File: src/rtl/iot_mon_pkg.sv
// ---------------------------------------------------------------------------
// iot_mon_pkg
// Shared types and constants for the Active IoT Devices Monitor slice.
//   state_t          : arbiter FSM states (IDLE, GRANT, HOLD)
//   DEF_N_DEV        : default number of device requesters
//   DEF_CNT_WIDTH    : default width of the monitor counter
//   cnt_max(width)   : largest value a counter of the given width can hold
// ---------------------------------------------------------------------------
package iot_mon_pkg;

  localparam int DEF_N_DEV     = 4;
  localparam int DEF_CNT_WIDTH = 8;

  typedef enum logic [1:0] {
    IDLE  = 2'd0,
    GRANT = 2'd1,
    HOLD  = 2'd2
  } state_t;

  // Computed in 64 bits so the shift stays well defined for any counter width
  // the monitor is likely to use.
  function automatic longint unsigned cnt_max(input int unsigned width);
    return (64'd1 << width) - 64'd1;
  endfunction

endpackage

File: src/rtl/iot_event_arbiter_rr_picker.sv
// ---------------------------------------------------------------------------
// rr_picker
// Combinational winner selection for the IoT event arbiter.
//   i_req     [N_DEV]  : per-device request vector
//   i_rr_ptr  [IDX_W]  : round-robin start index (absent with ARB_FIXED_PRIO_EN)
//   o_grant   [N_DEV]  : one-hot winner, zero when no request
//   o_idx     [IDX_W]  : binary index of the winner
//   o_valid            : at least one request present
// Configuration macro: ARB_FIXED_PRIO_EN turns the picker into a plain
// lowest-index-wins priority encoder.
// ---------------------------------------------------------------------------
module rr_picker
  import iot_mon_pkg::*;
#(
  parameter int N_DEV = DEF_N_DEV,
  parameter int IDX_W = $clog2(N_DEV)
) (
  input  logic [N_DEV-1:0] i_req,
`ifndef ARB_FIXED_PRIO_EN
  input  logic [IDX_W-1:0] i_rr_ptr,
`endif
  output logic [N_DEV-1:0] o_grant,
  output logic [IDX_W-1:0] o_idx,
  output logic             o_valid
);

  assign o_valid = |i_req;

`ifdef ARB_FIXED_PRIO_EN
  // Scanning downwards lets the lowest set index overwrite any higher one.
  always_comb begin
    o_grant = '0;
    o_idx   = '0;
    for (int i = N_DEV - 1; i >= 0; i--) begin
      if (i_req[i]) begin
        o_grant    = '0;
        o_grant[i] = 1'b1;
        o_idx      = IDX_W'(i);
      end
    end
  end
`else
  logic w_found;
  int   w_pos;

  // Walk the devices starting at the pointer, wrapping once past N_DEV-1;
  // the first requester met is the winner.
  always_comb begin
    o_grant = '0;
    o_idx   = '0;
    w_found = 1'b0;
    w_pos   = 0;
    for (int off = 0; off < N_DEV; off++) begin
      w_pos = int'(i_rr_ptr) + off;
      if (w_pos >= N_DEV) begin
        w_pos = w_pos - N_DEV;
      end
      if (!w_found && i_req[w_pos]) begin
        w_found        = 1'b1;
        o_grant[w_pos] = 1'b1;
        o_idx          = IDX_W'(w_pos);
      end
    end
  end
`endif

endmodule

File: src/rtl/iot_event_arbiter.sv
// ---------------------------------------------------------------------------
// iot_event_arbiter
// Shares one Active IoT Devices Monitor counter between N_DEV device agents.
// One event is granted at a time and turned into the counter's one-cycle
// change/on_off strobe; events that would wrap the count are rejected.
//   clk, rst            : clock (rising edge), async active-high reset
//   dev_req    [N_DEV]  : per-device event request (level)
//   dev_on_off [N_DEV]  : per-device direction, 1 = +1, 0 = -1
//   counter_out[CNT_W]  : current count fed back from the counter
//   change              : one-cycle strobe, apply on_off this cycle
//   on_off              : direction to the counter, valid with change
//   dev_ack    [N_DEV]  : one-hot pulse, event applied
//   dev_err    [N_DEV]  : one-hot pulse, event rejected (saturation)
//   busy                : high in GRANT and HOLD
// Configuration macro: ARB_FIXED_PRIO_EN selects fixed lowest-index priority
// instead of round-robin (no rr_ptr register in that build).
// ---------------------------------------------------------------------------
module iot_event_arbiter
  import iot_mon_pkg::*;
#(
  parameter int N_DEV     = DEF_N_DEV,
  parameter int CNT_WIDTH = DEF_CNT_WIDTH
) (
  input  logic                 clk,
  input  logic                 rst,
  input  logic [N_DEV-1:0]     dev_req,
  input  logic [N_DEV-1:0]     dev_on_off,
  input  logic [CNT_WIDTH-1:0] counter_out,
  output logic                 change,
  output logic                 on_off,
  output logic [N_DEV-1:0]     dev_ack,
  output logic [N_DEV-1:0]     dev_err,
  output logic                 busy
);

  localparam int                   IDX_W     = $clog2(N_DEV);
  localparam logic [CNT_WIDTH-1:0] L_CNT_MAX = CNT_WIDTH'(cnt_max(CNT_WIDTH));

  state_t             r_state;
  logic               r_change;
  logic               r_on_off;
  logic [N_DEV-1:0]   r_ack;
  logic [N_DEV-1:0]   r_err;
  logic               r_busy;

  logic [N_DEV-1:0]   w_grant;
  logic [IDX_W-1:0]   w_idx;
  logic               w_valid;
  logic               w_dir;
  logic               w_reject;

`ifndef ARB_FIXED_PRIO_EN
  logic [IDX_W-1:0]   r_rr_ptr;
  logic [IDX_W-1:0]   r_ptr_next;
  logic [IDX_W-1:0]   w_ptr_next;
`endif

  rr_picker #(
    .N_DEV (N_DEV),
    .IDX_W (IDX_W)
  ) u_picker (
    .i_req    (dev_req),
`ifndef ARB_FIXED_PRIO_EN
    .i_rr_ptr (r_rr_ptr),
`endif
    .o_grant  (w_grant),
    .o_idx    (w_idx),
    .o_valid  (w_valid)
  );

  // The saturation check looks at the winner's direction against the count
  // as it stands now; HOLD guarantees this count already reflects the
  // previous strobe.
  assign w_dir    = dev_on_off[w_idx];
  assign w_reject = w_dir ? (counter_out == L_CNT_MAX) : (counter_out == '0);

`ifndef ARB_FIXED_PRIO_EN
  assign w_ptr_next = (w_idx == IDX_W'(N_DEV - 1)) ? '0 : w_idx + 1'b1;
`endif

  // Outputs are registered, so the strobe/ack values for the GRANT cycle are
  // loaded on the IDLE->GRANT edge; this gives the one-cycle request latency.
  always_ff @(posedge clk or posedge rst) begin
    if (rst) begin
      r_state  <= IDLE;
      r_change <= 1'b0;
      r_on_off <= 1'b0;
      r_ack    <= '0;
      r_err    <= '0;
      r_busy   <= 1'b0;
`ifndef ARB_FIXED_PRIO_EN
      r_rr_ptr   <= '0;
      r_ptr_next <= '0;
`endif
    end else begin
      case (r_state)
        IDLE: begin
          if (w_valid) begin
            r_state  <= GRANT;
            r_busy   <= 1'b1;
            r_change <= !w_reject;
            r_on_off <= w_dir;
            r_ack    <= w_reject ? '0 : w_grant;
            r_err    <= w_reject ? w_grant : '0;
`ifndef ARB_FIXED_PRIO_EN
            r_ptr_next <= w_ptr_next;
`endif
          end
        end
        GRANT: begin
          r_state  <= HOLD;
          r_change <= 1'b0;
          r_on_off <= 1'b0;
          r_ack    <= '0;
          r_err    <= '0;
`ifndef ARB_FIXED_PRIO_EN
          r_rr_ptr <= r_ptr_next;
`endif
        end
        HOLD: begin
          r_state <= IDLE;
          r_busy  <= 1'b0;
        end
        default: begin
          r_state  <= IDLE;
          r_busy   <= 1'b0;
          r_change <= 1'b0;
          r_on_off <= 1'b0;
          r_ack    <= '0;
          r_err    <= '0;
        end
      endcase
    end
  end

  assign change  = r_change;
  assign on_off  = r_on_off;
  assign dev_ack = r_ack;
  assign dev_err = r_err;
  assign busy    = r_busy;

endmodule
File: config.mk
export PLATFORM = sky130hd
export DESIGN_NAME = iot_event_arbiter
export DESIGN_NICKNAME = d
export VERILOG_FILES = /design/src/rtl/iot_mon_pkg.sv /design/src/rtl/iot_event_arbiter_rr_picker.sv /design/src/rtl/iot_event_arbiter.sv
export SDC_FILE = /design/constraint.sdc
export NUM_CORES = 1
export LEC_CHECK = 0
export CAP_MARGIN = 20
export CORE_UTILIZATION = 40
export CTS_CLUSTER_SIZE = 8
export DETAILED_ROUTE_END_ITERATION = 12
export PLACE_DENSITY_LB_ADDON = 0.15
export SLEW_MARGIN = 15
export SYNTH_ARGS = -nofsm -noshare
export SYNTH_HDL_FRONTEND = slang
export SYNTH_SLANG_ARGS = --single-unit
File: constraint.sdc
create_clock -name clk -period 3.84 [get_ports clk]
set_clock_uncertainty 0.05 [all_clocks]
set_input_delay 0.384 -clock clk [delete_from_list [all_inputs] [get_ports clk]]
set_output_delay 0.384 -clock clk [all_outputs]
set_load 0.01 [all_outputs]
==> out/qor.yml <==
grt:
  grt_pass1_vias: 938
  antenna_found_initial: 0
  grt_start_max_net_pins: 18
  grt_usage_pct: 16.9
  grt_overflow: 0
  grt_pass1_wl_um: 4260
flow_run:
  maxCapViolations: 0
power:
  p_sw_share_pct: 44.9
  vdd_ir_drop_max_v: 0.000400
  clkPwrFrac_pct: 8.9
  pwr-share-comb_pct: 64.6
  power_frac_seq_pct: 26.5
  power.density_nw_per_um2: 707
  power.switching_mw: 0.475
  power_mw: 1.06
  intPower_mw: 0.583
  leakagePower_nw: 0.600
drt:
  ant_nets: 0
  wl_per_cell_um: 13.8
  dr.pass1.iters: 4
  drt_wl_total_um: 2580
  drc_errors: 0
  vias: 1061
  vias_per_cell: 5.67
  drt-initial-drc-count: 27
worst_setup_path:
  arrival_ns: 3.02
  start_kind: "register"
  cp_cell_sequence: "inv_1 > ha_1 > mux4_2 > nor2b_4 > o31a_1 > nand4_1 > mux2i_1 > o22a_2 > o21ai_1"
  cp_data_required_time_ns: 3.95
  critical_path.slowest_cell: "mux4_2"
  crit_type: "reg2reg"
  cp-end-kind: "register"
  critPathMaxFanout: 11
  critPathMaxStageDelay_ns: 0.65
timing:
  rsz0062_at_grt: "false"
  finalCriticalPeriod_ns: 2.90
  finalHoldViolCount: 0
  slew_viol_final: 0
  setup_tns_ns: 0
  max-slew-margin-rel_pct: 56.4
  tightest_slew_ns: 0.653
  fmax_ghz: 0.344
  period_share_pct: 75.6
  setup_violations: 0
clock_network:
  numCtsBuffers: 3
  htree_levels: 1
  cts.clk_slew.worst_paths_ns: 0.10
  cts_resized: 0
  postCtsSetupBuffers: 0
  cts_max_path_buffers: 2
  holdBufCountCts: 0
  cts_tree: "yes"
  cts_num_sinks: 17
  insertion_delay_ns: 0.29
  cts-root-buf: "clkbuf_4"
logic_synthesis:
  synth_nets: 152
  ys_seq_area_share_pct: 36.0
  synth_top_cell_by_area: "dfrtp_1"
  ys_seq_elements: 17
  syn_area_sq_um: 1180
  synth_xor_xnor_area_share_pct: 0.741
  synth_most_common_cell: "nand2_1"
  synth_warnings: 0
  synthCells: 129
  yosys-top-cells-count: "22 x nand2_1, 17 x dfrtp_1, 9 x o21ai_1"
  synth_top_area_share_pct: 36.0
  synth_compound_area_share_pct: 20.2
  ys.flop_type: "dfrtp_1"
  syn_area_per_cell_sq_um: 9.17
  synth.distinct_cells: 33
  synthMuxAreaShare_pct: 11.0
  synth_edf_count: 0
  synth_top_family_by_area: "simple AND/OR/NAND/NOR gates"
  synth_fa_ha_area_share_pct: 5.29
  yosys.area_share.simple_pct: 22.0
  async_flop_share_pct: 100
  netlist_top_cells_area: "dfrtp_1 36%, mux4_2 7.6%, nand2_1 7.0%"
floorplan:
  io-pin-count: 29
  start_util_pct: 42.5
  fp.dieW_um: 56.4
  core_region_area_sq_um: 2780
  rows: 19
  die_y_um: 56.4
  die_area_sq_um: 3180
finish:
  regArea_sq_um: 425
  diodes: 0
  multiInputGateArea_sq_um: 701
  drive_above_1_share_pct: 8.97
  nNetsFinal: 180
  syn_to_final_growth_pct: 26.7
  fillers: 266
place:
  gp_congestion: 0.786
  port_buffers: 28
  hpwl_um: 1950
run_status:
  status: "completed"
worst_hold_path:
  hold_class: "in2async"
critical path, delay by kind of cell, from the launching register on:
family / cells / cell delay (ns)
flip-flops: 1 / 0.48
adder cells (fa/ha/maj): 1 / 0.37
AND/OR/NAND/NOR: 2 / 0.39
multiplexers: 2 / 0.91
buffers and inverters: 1 / 0.11
AO/OA/AOI/OAI: 3 / 0.47
through the flow:
stage	instance area (sq um)	util, %	cells	setup slack (ns)	hold WS [ns]
floorplan	1180	-	129	0.840	0.260
global placement	1470	52.9	183	1.02	0.412
detailed placement	1470	52.9	183	0.928	0.422
CTS	1500	53.8	187	0.915	0.435
global route	1500	53.8	187	0.721	0.473
finish	1500	53.8	187	0.936	0.424
registers in the layout, summed over array words and instances (netlist names):
register and count:
busy 1, r_rr_ptr 2, on_off 1, r_state 2, change 1, r_ptr_next 2, dev_err 4, dev_ack 4
cell type report:
class | instances | area share [%]
Sequential cell | 17 | 28.4
Multi-Input combinational cell | 101 | 46.8
Clock buffer | 4 | 1.75
Inverter | 5 | 1.25
Timing Repair Buffer | 29 | 19.2
Tap cell | 31 | 2.59
kinds of logic after synthesis:
logic type      after synthesis
buf+inv                      11
flops                        17
mux                           8
fa+ha+maj                     5
xor+xnor                      1
compound gates               36
simple gates                 51
path summary, 6_finish.rpt:
| check | startpoint | end | slack [ns] | cells past startpoint |
|---|---|---|---|---|
| worst min-delay path | rst | dev_err[2] | 0.42 | 2 |
| max in group asynchronous | rst | r_rr_ptr[0] | 2.89 | 2 |
| worst max register to register | r_rr_ptr[1] | dev_ack[2] | 0.94 | 9 |
| worst min register to register | change | change | 0.44 | 2 |
| worst max-delay path | r_rr_ptr[1] | dev_ack[2] | 0.94 | 9 |
| min in group clk | change | change | 0.44 | 2 |
power groups by stage:
stage	Combinational, mW	Sequential, mW	Clock (mW)
after floorplan	0.514	0.293	0
after global placement	0.674	0.279	0
after detailed placement	0.687	0.284	0
after CTS	0.689	0.281	0.0977
after global routing	0.771	0.287	0.103
final	0.684	0.280	0.0942
cell usage in the layout (no fill, tap or decap), types with 2 or more instances in the layout:
cell	n
o21ai_1	9
nand2_1	22
a22oi_1	4
ha_1	5
nor4_1	3
clkbuf_4	3
dfrtp_1	17
mux2i_1	4
nand4_1	3
nor2_1	8
a221oi_1	4
o31a_1	2
mux4_2	4
or2_2	2
nor2b_1	4
inv_1	5
clkdlybuf4s50_1	28
o21ai_0	8
nand3b_1	2
o211ai_1	4
layer usage:
| metal | up-vias | global-route usage, % | wire (um) | part of all wire (%) |
|---|---|---|---|---|
| li1 | 527 | - | - | - |
| met1 | 515 | 22.2 | 1230 | 48 |
| met2 | 19 | 28.6 | 1230 | 48 |
| met3 | 0 | 4.61 | 124 | 4.8 |
| met4 | 0 | 2.09 | 0 | 0 |
| met5 | - | 0 | 0 | 0 |
No activity file was read; power rests on OpenSTA's default activity.
